## config.mk

```make
export PLATFORM = sky130hd
export DESIGN_NAME = bc_input_conditioner_flat
export DESIGN_NICKNAME = d
export VERILOG_FILES = /design/src/rtl/bc_pkg.sv /design/src/rtl/bc_input_conditioner_if.sv /design/src/rtl/bc_sync2ff.sv /design/src/rtl/bc_input_conditioner.sv /design/src/flat_wrapper.sv
export SDC_FILE = /design/constraint.sdc
export NUM_CORES = 1
export LEC_CHECK = 0
export ABC_AREA = 1
export CORE_UTILIZATION = 65
export CTS_BUF_LIST = sky130_fd_sc_hd__clkbuf_4
export DETAILED_ROUTE_END_ITERATION = 8
export PLACE_DENSITY = 0.95
export SLEW_MARGIN = 20
export SYNTH_ARGS = -nofsm -noshare
export SYNTH_HDL_FRONTEND = slang
export SYNTH_SLANG_ARGS = --single-unit
```

## constraint.sdc

```tcl
create_clock -name clock -period 2.3 [get_ports clock]
set_input_delay 0.46 -clock clock [delete_from_list [all_inputs] [get_ports clock]]
set_output_delay 0.46 -clock clock [all_outputs]
set_load 0.02 [all_outputs]
```

## src/rtl/bc_pkg.sv

```systemverilog
// Shared types and constants for the Bulls and Cows input path and game core.
package bc_pkg;

  localparam int BC_CODE_W    = 4;
  localparam int BC_MAX_DIGIT = 9;

  typedef logic [BC_CODE_W-1:0] bc_code_t;

  typedef enum logic [1:0] {
    IDLE         = 2'd0,
    PRESS_WAIT   = 2'd1,
    HELD         = 2'd2,
    RELEASE_WAIT = 2'd3
  } bc_in_state_t;

endpackage

```

## src/rtl/bc_input_conditioner_if.sv

```systemverilog
// Board-side raw inputs and conditioned event outputs of the input conditioner.
interface bc_input_conditioner_if;
  import bc_pkg::*;

  bc_code_t code_raw;
  logic     enter_raw;
  bc_code_t code;
  logic     enter_pulse;
  logic     code_err;
  logic     busy;

  modport master (
    output code_raw, enter_raw,
    input  code, enter_pulse, code_err, busy
  );

  modport slave (
    input  code_raw, enter_raw,
    output code, enter_pulse, code_err, busy
  );

endinterface

```

## src/rtl/bc_sync2ff.sv

```systemverilog
// Per-bit two-flop synchronizer for signals arriving asynchronously to clock.
module bc_sync2ff #(
  parameter int WIDTH = 1
) (
  input  logic             clock,
  input  logic             reset,
  input  logic [WIDTH-1:0] d_i,
  output logic [WIDTH-1:0] q_o
);

  for (genvar gi = 0; gi < WIDTH; gi++) begin : g_bit
    logic meta_q;
    logic sync_q;

    always_ff @(posedge clock or negedge reset) begin
      if (!reset) begin
        meta_q <= 1'b0;
        sync_q <= 1'b0;
      end else begin
        meta_q <= d_i[gi];
        sync_q <= meta_q;
      end
    end

    assign q_o[gi] = sync_q;
  end

endmodule

```

## src/rtl/bc_input_conditioner.sv

```systemverilog
// Synchronizes and debounces the enter button, capturing the switch code on each
// accepted press as either a valid-digit strobe or a range-error strobe.
module bc_input_conditioner
  import bc_pkg::*;
#(
  parameter int DEBOUNCE_CYCLES = 1_000_000,
  parameter int MAX_DIGIT       = BC_MAX_DIGIT
) (
  input  logic                   clock,
  input  logic                   reset,
  bc_input_conditioner_if.slave  bus
);

  localparam int                CNT_W    = $clog2(DEBOUNCE_CYCLES);
  localparam logic [CNT_W-1:0]  CNT_LOAD = CNT_W'(DEBOUNCE_CYCLES - 2);
  localparam bc_code_t          MAX_CODE = BC_CODE_W'(MAX_DIGIT);

  logic         enter_s;
  bc_code_t     code_s;

  bc_in_state_t     state_q, state_d;
  logic [CNT_W-1:0] cnt_q, cnt_d;
  logic             accept;
  bc_code_t         code_q, code_d;
  logic             pulse_q, pulse_d;
  logic             err_q, err_d;

  bc_sync2ff #(.WIDTH(1)) u_sync_enter (
    .clock (clock),
    .reset (reset),
    .d_i   (bus.enter_raw),
    .q_o   (enter_s)
  );

  bc_sync2ff #(.WIDTH(BC_CODE_W)) u_sync_code (
    .clock (clock),
    .reset (reset),
    .d_i   (bus.code_raw),
    .q_o   (code_s)
  );

  always_ff @(posedge clock or negedge reset) begin
    if (!reset) begin
      state_q <= IDLE;
      cnt_q   <= '0;
      code_q  <= '0;
      pulse_q <= 1'b0;
      err_q   <= 1'b0;
    end else begin
      state_q <= state_d;
      cnt_q   <= cnt_d;
      code_q  <= code_d;
      pulse_q <= pulse_d;
      err_q   <= err_d;
    end
  end

  // The counter holds its value outside the wait states; it never wraps.
  always_comb begin
    state_d = state_q;
    cnt_d   = cnt_q;
    accept  = 1'b0;
    case (state_q)
      IDLE: begin
        if (enter_s) begin
          cnt_d   = CNT_LOAD;
          state_d = PRESS_WAIT;
        end
      end
      PRESS_WAIT: begin
        if (!enter_s) begin
          state_d = IDLE;
        end else if (cnt_q != '0) begin
          cnt_d = cnt_q - 1'b1;
        end else begin
          accept  = 1'b1;
          state_d = HELD;
        end
      end
      HELD: begin
        if (!enter_s) begin
          cnt_d   = CNT_LOAD;
          state_d = RELEASE_WAIT;
        end
      end
      RELEASE_WAIT: begin
        if (enter_s) begin
          state_d = HELD;
        end else if (cnt_q != '0) begin
          cnt_d = cnt_q - 1'b1;
        end else begin
          state_d = IDLE;
        end
      end
      default: state_d = IDLE;
    endcase
  end

  // An out-of-range press still consumes the press but leaves the digit untouched.
  always_comb begin
    code_d  = code_q;
    pulse_d = 1'b0;
    err_d   = 1'b0;
    if (accept) begin
      if (code_s <= MAX_CODE) begin
        code_d  = code_s;
        pulse_d = 1'b1;
      end else begin
        err_d = 1'b1;
      end
    end
  end

  assign bus.code        = code_q;
  assign bus.enter_pulse = pulse_q;
  assign bus.code_err    = err_q;
  assign bus.busy        = (state_q != IDLE);

endmodule
```

## src/flat_wrapper.sv

```systemverilog
// flat-port wrapper written by rule: the top's interface ports become plain ports
module bc_input_conditioner_flat import bc_pkg::*;
#(
  parameter int DEBOUNCE_CYCLES = 1_000_000,
  parameter int MAX_DIGIT       = BC_MAX_DIGIT
)
  (clock, reset, bus_code_raw, bus_enter_raw, bus_code, bus_enter_pulse, bus_code_err, bus_busy);
  bc_input_conditioner_if bus_i ();
  input  logic clock;
  input  logic reset;
  input wire logic [$bits(bus_i.code_raw)-1:0] bus_code_raw;
  input wire logic [$bits(bus_i.enter_raw)-1:0] bus_enter_raw;
  output wire logic [$bits(bus_i.code)-1:0] bus_code;
  output wire logic [$bits(bus_i.enter_pulse)-1:0] bus_enter_pulse;
  output wire logic [$bits(bus_i.code_err)-1:0] bus_code_err;
  output wire logic [$bits(bus_i.busy)-1:0] bus_busy;
  assign bus_i.code_raw = bus_code_raw;
  assign bus_i.enter_raw = bus_enter_raw;
  assign bus_code = bus_i.code;
  assign bus_enter_pulse = bus_i.enter_pulse;
  assign bus_code_err = bus_i.code_err;
  assign bus_busy = bus_i.busy;
  bc_input_conditioner #(.DEBOUNCE_CYCLES(DEBOUNCE_CYCLES), .MAX_DIGIT(MAX_DIGIT)) u_core (.clock(clock), .reset(reset), .bus(bus_i));
endmodule
```

# ---- Word level (Yosys, flattened, before mapping)
# Cells that the tools add are included.
dict set report word_totals {
  in_bits 7
  reg_bits 38
  elab_cells 52
  output_inout_bits 7
}
dict set report classes {
  n_eq_ne 9
  n_reduce_logical 6
  n_lt_le_gt_ge 1
  mux 20
  add_sub_neg 1
}
# cell count
set op_table {}
lappend op_table {{20-bit 2-to-1 mux} 5}
lappend op_table {{20-bit case mux with 4 select lines} 1}
lappend op_table {{20-bit nonzero test} 1}
lappend op_table {{20-bit by 1-bit subtractor with 20-bit output, second input constant} 1}
lappend op_table {{2-bit 2-to-1 mux} 6}
lappend op_table {{2-bit inequality test, second input constant} 4}
lappend op_table {{2-bit case mux with 4 select lines} 1}
lappend op_table {{4-bit AND reduction} 2}
lappend op_table {{1-bit 2-to-1 mux} 7}
lappend op_table {{3-bit inequality test, second input constant} 2}
lappend op_table {{2-bit equality test, second input constant} 2}
lappend op_table {{4-bit <= comparator, second input constant} 1}
lappend op_table {{2-bit by 1-bit equality test with 1-bit output, second input constant} 1}
lappend op_table {{2-bit zero test} 1}
lappend op_table {{2-bit AND reduction} 1}
lappend op_table {{2-bit nonzero test} 1}

# ---- Logic depth before layout (Yosys ltp)
dict set report depth {
  depth_word 5
  mapped_depth 10
  mapped_depth_nobuf 9
}

# ---- By module
# From an unflattened synthesis, not the netlist that was laid out.
dict set report hier_totals {
  hier_cells 266
  area_unflattened_um2 2023.2
}
# mod seq_area_each_um2 area_per_inst_um2 n_inst cells_each
set modules_own_cells {}
lappend modules_own_cells {bc_input_conditioner 700.7 1742.9 1 252}
lappend modules_own_cells {{bc_sync2ff (u_core.u_sync_code)} 200.2 230.2 1 12}
lappend modules_own_cells {{bc_sync2ff (u_core.u_sync_enter)} 50.0 50.0 1 2}

# ---- Least setup slack after synthesis
# Ideal clock, no wire load.
dict set report synth_path {
  kind {flip-flop to flip-flop}
  start {reg u_core.cnt_q[0]}
  end {reg u_core.cnt_q[3]}
  path_slack_ns 0.836
  path_buffers 1
  required_time_ns 2.183
  synth_period_minus_slack_ns 1.464
  path_stages_with_launch 11
  setup_ns 0.117
  t_arrival_ns 1.347
  path_cell_list {dfrtp_1 inv_1 ha_1 nand3_1 nor2_1 nand2_2 nand2_4 nand2_4 buf_6 nand2_1 nand2_1}
}
dict set report synth_between {
  elab_chain_len 4
  elab_cells_between_ends 6
  cone_classes {add/sub: 1; mux: 4; reduce/logical: 1}
}
# item line
set synth_rtl {}
lappend synth_rtl {{from (decl)} bc_input_conditioner.sv:22} ;# logic [CNT_W-1:0] cnt_q, cnt_d;
lappend synth_rtl {{from (signal assigned)} bc_input_conditioner.sv:51} ;# cnt_q <= cnt_d;
lappend synth_rtl {{20-bit by 1-bit subtractor with 20-bit output / 20-bit nonzero test (equally long branches)} -}
lappend synth_rtl {{20-bit 2-to-1 mux (*)} {bc_input_conditioner.sv:73, bc_input_conditioner.sv:89}}
lappend synth_rtl {{20-bit 2-to-1 mux, on equally long branches} {bc_input_conditioner.sv:87, bc_input_conditioner.sv:71}}
lappend synth_rtl {{20-bit case mux with 4 select lines (*)} bc_input_conditioner.sv:63} ;# case (state_q)
# Every way passes the cells marked *; elsewhere a longest branch is shown, timed or not. The select of a mux whose other input is x is not followed.
# A chain may end at the register's enable or synchronous reset.

==> results.yml <==
sta:
  number_of_setup_violations_in_the_final_report: 0
  worst_hold_slack_ns: 0.180
  slew-limit-headroom: 0.460
  finalMaxSlewViolations: 0
  timing.clock.skew_ns: 0.0126
  rsz0062_at_grt: "no"
  finalHoldViolations: 0
  layout_setup_ws_ns: 0.202
  finalCriticalPeriod_ns: 2.10
  period_share: 0.912
  achievable-frequency_mhz: 477
  tightest_slew_ns: 0.811
  setup_total_negative_slack_ns: 0
route:
  route.antenna.remaining_nets: 0
  avgViaCountPerCell: 5.66
  drcViolationCount: 1
  first_pass_iters: 6
  initialDrtViolationCount: 91
  drt-total-wl_mm: 4.06
  routedWlPerCell_microns: 13.1
  num_vias: 1754
run:
  count_of_max_cap_constraint_violations: 0
placed_design:
  gp_routability_congestion: 0.965
  dp_wirelength_mm: 2.86
  portBuffers: 13
  place.detailed.instances: 302
  dp_worst_slack_ns: 0.472
die:
  fp-row-count: 19
  initial_core_utilization: 0.711
  fp.dieH_microns: 57.9
  die_area_sq_mm: 0.00335
  boundaryPins: 14
  floorplan.die.width_microns: 57.9
  core_area_sq_mm: 0.00285
layout:
  area.growth.synth_to_final_pct: 8.76
  nFillCells: 197
  post_route_cells_drive_above_1_share: 0.0932
  n_antenna_cell: 0
  layoutNonFillerInstCount: 310
  layout.nets: 287
  multiInputGateArea_sq_um: 955
  layout.area.seq_sq_um: 951
cts:
  cts_sinks: 38
  clock_tree.htree_level_count: 2
  cts-root-buf: "sky130_fd_sc_hd__clkbuf_4"
  cts-buffers-inserted: 5
  clk_pin_slew_worst_setup_hold_paths_ns: 0.12
  cts.path.max_buffers: 2
  number_of_buffers_inserted_by_post_cts_setup_repair: 0
  cts_hold_repair.buffers: 0
  cts_tree: "built"
  clock_insertion_delay_worst_skew_ns: 0.36
  cts_resized: 0
power_and_ir_drop:
  irDropWorstVdd_uv: 632
  pwr-share-seq: 0.491
  power_density_mw_per_mm2: 787
  power_frac_comb: 0.314
  p_sw_frac: 0.394
  power.static_leakage_nw: 1.09
  netSwitchingPower_mw: 0.684
  power.internal_mw: 1.05
  clock_power_share: 0.195
yosys:
  synth-seq-area-share: 0.469
  synthesized_area_sq_mm: 0.00203
  syn-mean-instance-area_sq_um: 7.71
  syn-instance-count: 263
  synth-warning-count: 0
  synth_seq_cells: 38
  ys_types: 23
  postSynthNetCount: 272
critical_path:
  path_max_fanout: 5
  cp_data_required_time_ns: 1.84
  timing.critical_path.from_type: "flop"
  worstPathArrival_ns: 1.64
  r2r-end: "u_core.cnt_q[16]"
  r2r_slack_ns: 0.44
  r2r_start: "u_core.cnt_q[9]"
  critPathKind: "flop to primary output"
  endpoint_kind: "primary output"
  worst-r2r-cell-count: 8
global_routing:
  grtUsageTotal: 0.278
  gr-total-overflow: 0
  via_count_of_the_first_global_routing_pass: 1618
  grt_antenna_before_repair: 0
  largest_net_degree_at_the_start_of_global_routing: 39
  global_route_wire_length_before_repair_mm: 7.01
outcome:
  failed_checks: "design-rule violations"
  outcome: "finished, violations left"
hold_path:
  timing.hold.worst.class: "primary input to asynchronous set/reset pin"
[critical path, cell delays in order, from the launching register on]
cell,delay (ns)
sky130_fd_sc_hd__dfrtp_1,0.45
sky130_fd_sc_hd__or2_2,0.29
sky130_fd_sc_hd__clkdlybuf4s50_1,0.54
[per-stage QoR]
stage                     cell area [sq um]  power (mW)   util
final                                  2210        1.74  0.773
after global routing                   2210        1.85  0.773
after CTS                              2210        1.73  0.773
after detailed placement               2150        1.40  0.754
after global placement                 2150        1.38  0.754
after floorplan                        2030        1.27      -
[layout by cell type, fill, tap and decap left out]
cell type                         instances
sky130_fd_sc_hd__o21ai_1                  2
sky130_fd_sc_hd__or2_2                    5
sky130_fd_sc_hd__a31oi_1                  1
sky130_fd_sc_hd__clkinvlp_4               1
sky130_fd_sc_hd__clkbuf_4                 5
sky130_fd_sc_hd__nand2_4                  2
sky130_fd_sc_hd__nor3_1                   2
sky130_fd_sc_hd__xnor2_1                  4
sky130_fd_sc_hd__nand3_1                 41
sky130_fd_sc_hd__nand3b_1                 1
sky130_fd_sc_hd__xor2_1                   3
sky130_fd_sc_hd__buf_4                    1
sky130_fd_sc_hd__nand2_2                  3
sky130_fd_sc_hd__nand4_1                  8
sky130_fd_sc_hd__inv_1                   20
sky130_fd_sc_hd__nor2_1                  35
sky130_fd_sc_hd__clkinv_2                 1
sky130_fd_sc_hd__o21ai_0                  4
sky130_fd_sc_hd__nand2_1                 79
sky130_fd_sc_hd__clkdlybuf4s50_1         12
sky130_fd_sc_hd__dfrtp_1                 38
sky130_fd_sc_hd__ha_1                     2
sky130_fd_sc_hd__nor3_4                   1
sky130_fd_sc_hd__nor2_4                   1
sky130_fd_sc_hd__clkinv_1                 1
sky130_fd_sc_hd__buf_2                    1
sky130_fd_sc_hd__nor2_2                   5
[cells by family (layout without fill, tap and decap cells)]
group                      count (synthesis)  after routing  share of synthesized area
adders and majority gates                  2              2                     0.0123
DFF                                       38             38                      0.469
buffers and inverters                     26             42                     0.0605
xor gates and xnor gates                   7              7                     0.0302
AOI/OAI and AO/OA                          7              7                     0.0179
and+or+nand+nor                          183            183                      0.410
[synthesized netlist by cell type]
master,instances,area [sq um]
sky130_fd_sc_hd__nand2_1,79,297
sky130_fd_sc_hd__nand3_1,41,205
sky130_fd_sc_hd__dfrtp_1,38,951
sky130_fd_sc_hd__nor2_1,35,131
sky130_fd_sc_hd__inv_1,20,75.1
sky130_fd_sc_hd__nand4_1,8,50.1
sky130_fd_sc_hd__nor2_2,5,31.3
sky130_fd_sc_hd__or2_2,5,31.3
sky130_fd_sc_hd__o21ai_0,4,20.0
sky130_fd_sc_hd__xnor2_1,4,35.0
sky130_fd_sc_hd__buf_6,3,33.8
sky130_fd_sc_hd__nand2_2,3,18.8
sky130_fd_sc_hd__xor2_1,3,26.3
sky130_fd_sc_hd__buf_2,2,10.0
sky130_fd_sc_hd__ha_1,2,25.0
sky130_fd_sc_hd__nand2_4,2,22.5
sky130_fd_sc_hd__nor3_1,2,10.0
sky130_fd_sc_hd__o21ai_1,2,10.0
sky130_fd_sc_hd__a31oi_1,1,6.26
sky130_fd_sc_hd__clkbuf_1,1,3.75
sky130_fd_sc_hd__nand3b_1,1,7.51
sky130_fd_sc_hd__nor2_4,1,11.3
sky130_fd_sc_hd__nor3_4,1,16.3
[layer usage]
metal  routed length (microns)  track usage  vias up
met5                         0            0        -
met4                        95        0.126        0
met3                       226       0.0737       13
met2                      1890        0.435       58
met1                      1850        0.366      804
li1                          -            -      879
[registers in the layout (all words and copies together) (netlist names), named ones only]
name,cells
u_core.cnt_q,20
u_core.bus.code,4
u_core.u_sync_code.g_bit.meta_q,4
u_core.u_sync_code.g_bit.sync_q,4
u_core.bus.code_err,1
u_core.bus.enter_pulse,1
u_core.state_q,1
u_core.u_sync_enter.g_bit.meta_q,1
u_core.u_sync_enter.q_o,1
[power groups by stage]
stage,registers [mW],clock network [mW],logic [mW]
finish,0.853,0.339,0.544
global route,0.866,0.367,0.619
CTS,0.850,0.341,0.539
detailed placement,0.864,0,0.534
global placement,0.857,0,0.522
floorplan,0.842,0,0.428
[layout make-up]
cell class                      instances  share of cell area
Sequential cell                        38               0.431
Timing Repair Buffer                   14              0.0601
Inverter                               20              0.0340
Tap cell                               31              0.0176
Clock inverter                          3             0.00737
Multi-Input combinational cell        199               0.433
Clock buffer                            5              0.0170
[how the worst max path moves through the flow]
stage / from / end / slack (ns)
finish: flop / bus_busy / 0.20
global route: flop / bus_busy / 0.15
CTS: flop / bus_busy / 0.19
detailed placement: u_core.cnt_q[9] / u_core.cnt_q[19] / 0.47
global placement: u_core.cnt_q[9] / u_core.cnt_q[1] / 0.56
floorplan: u_core.cnt_q[0] / u_core.cnt_q[3] / 0.84
No activity file was read; power rests on OpenSTA's default activity.
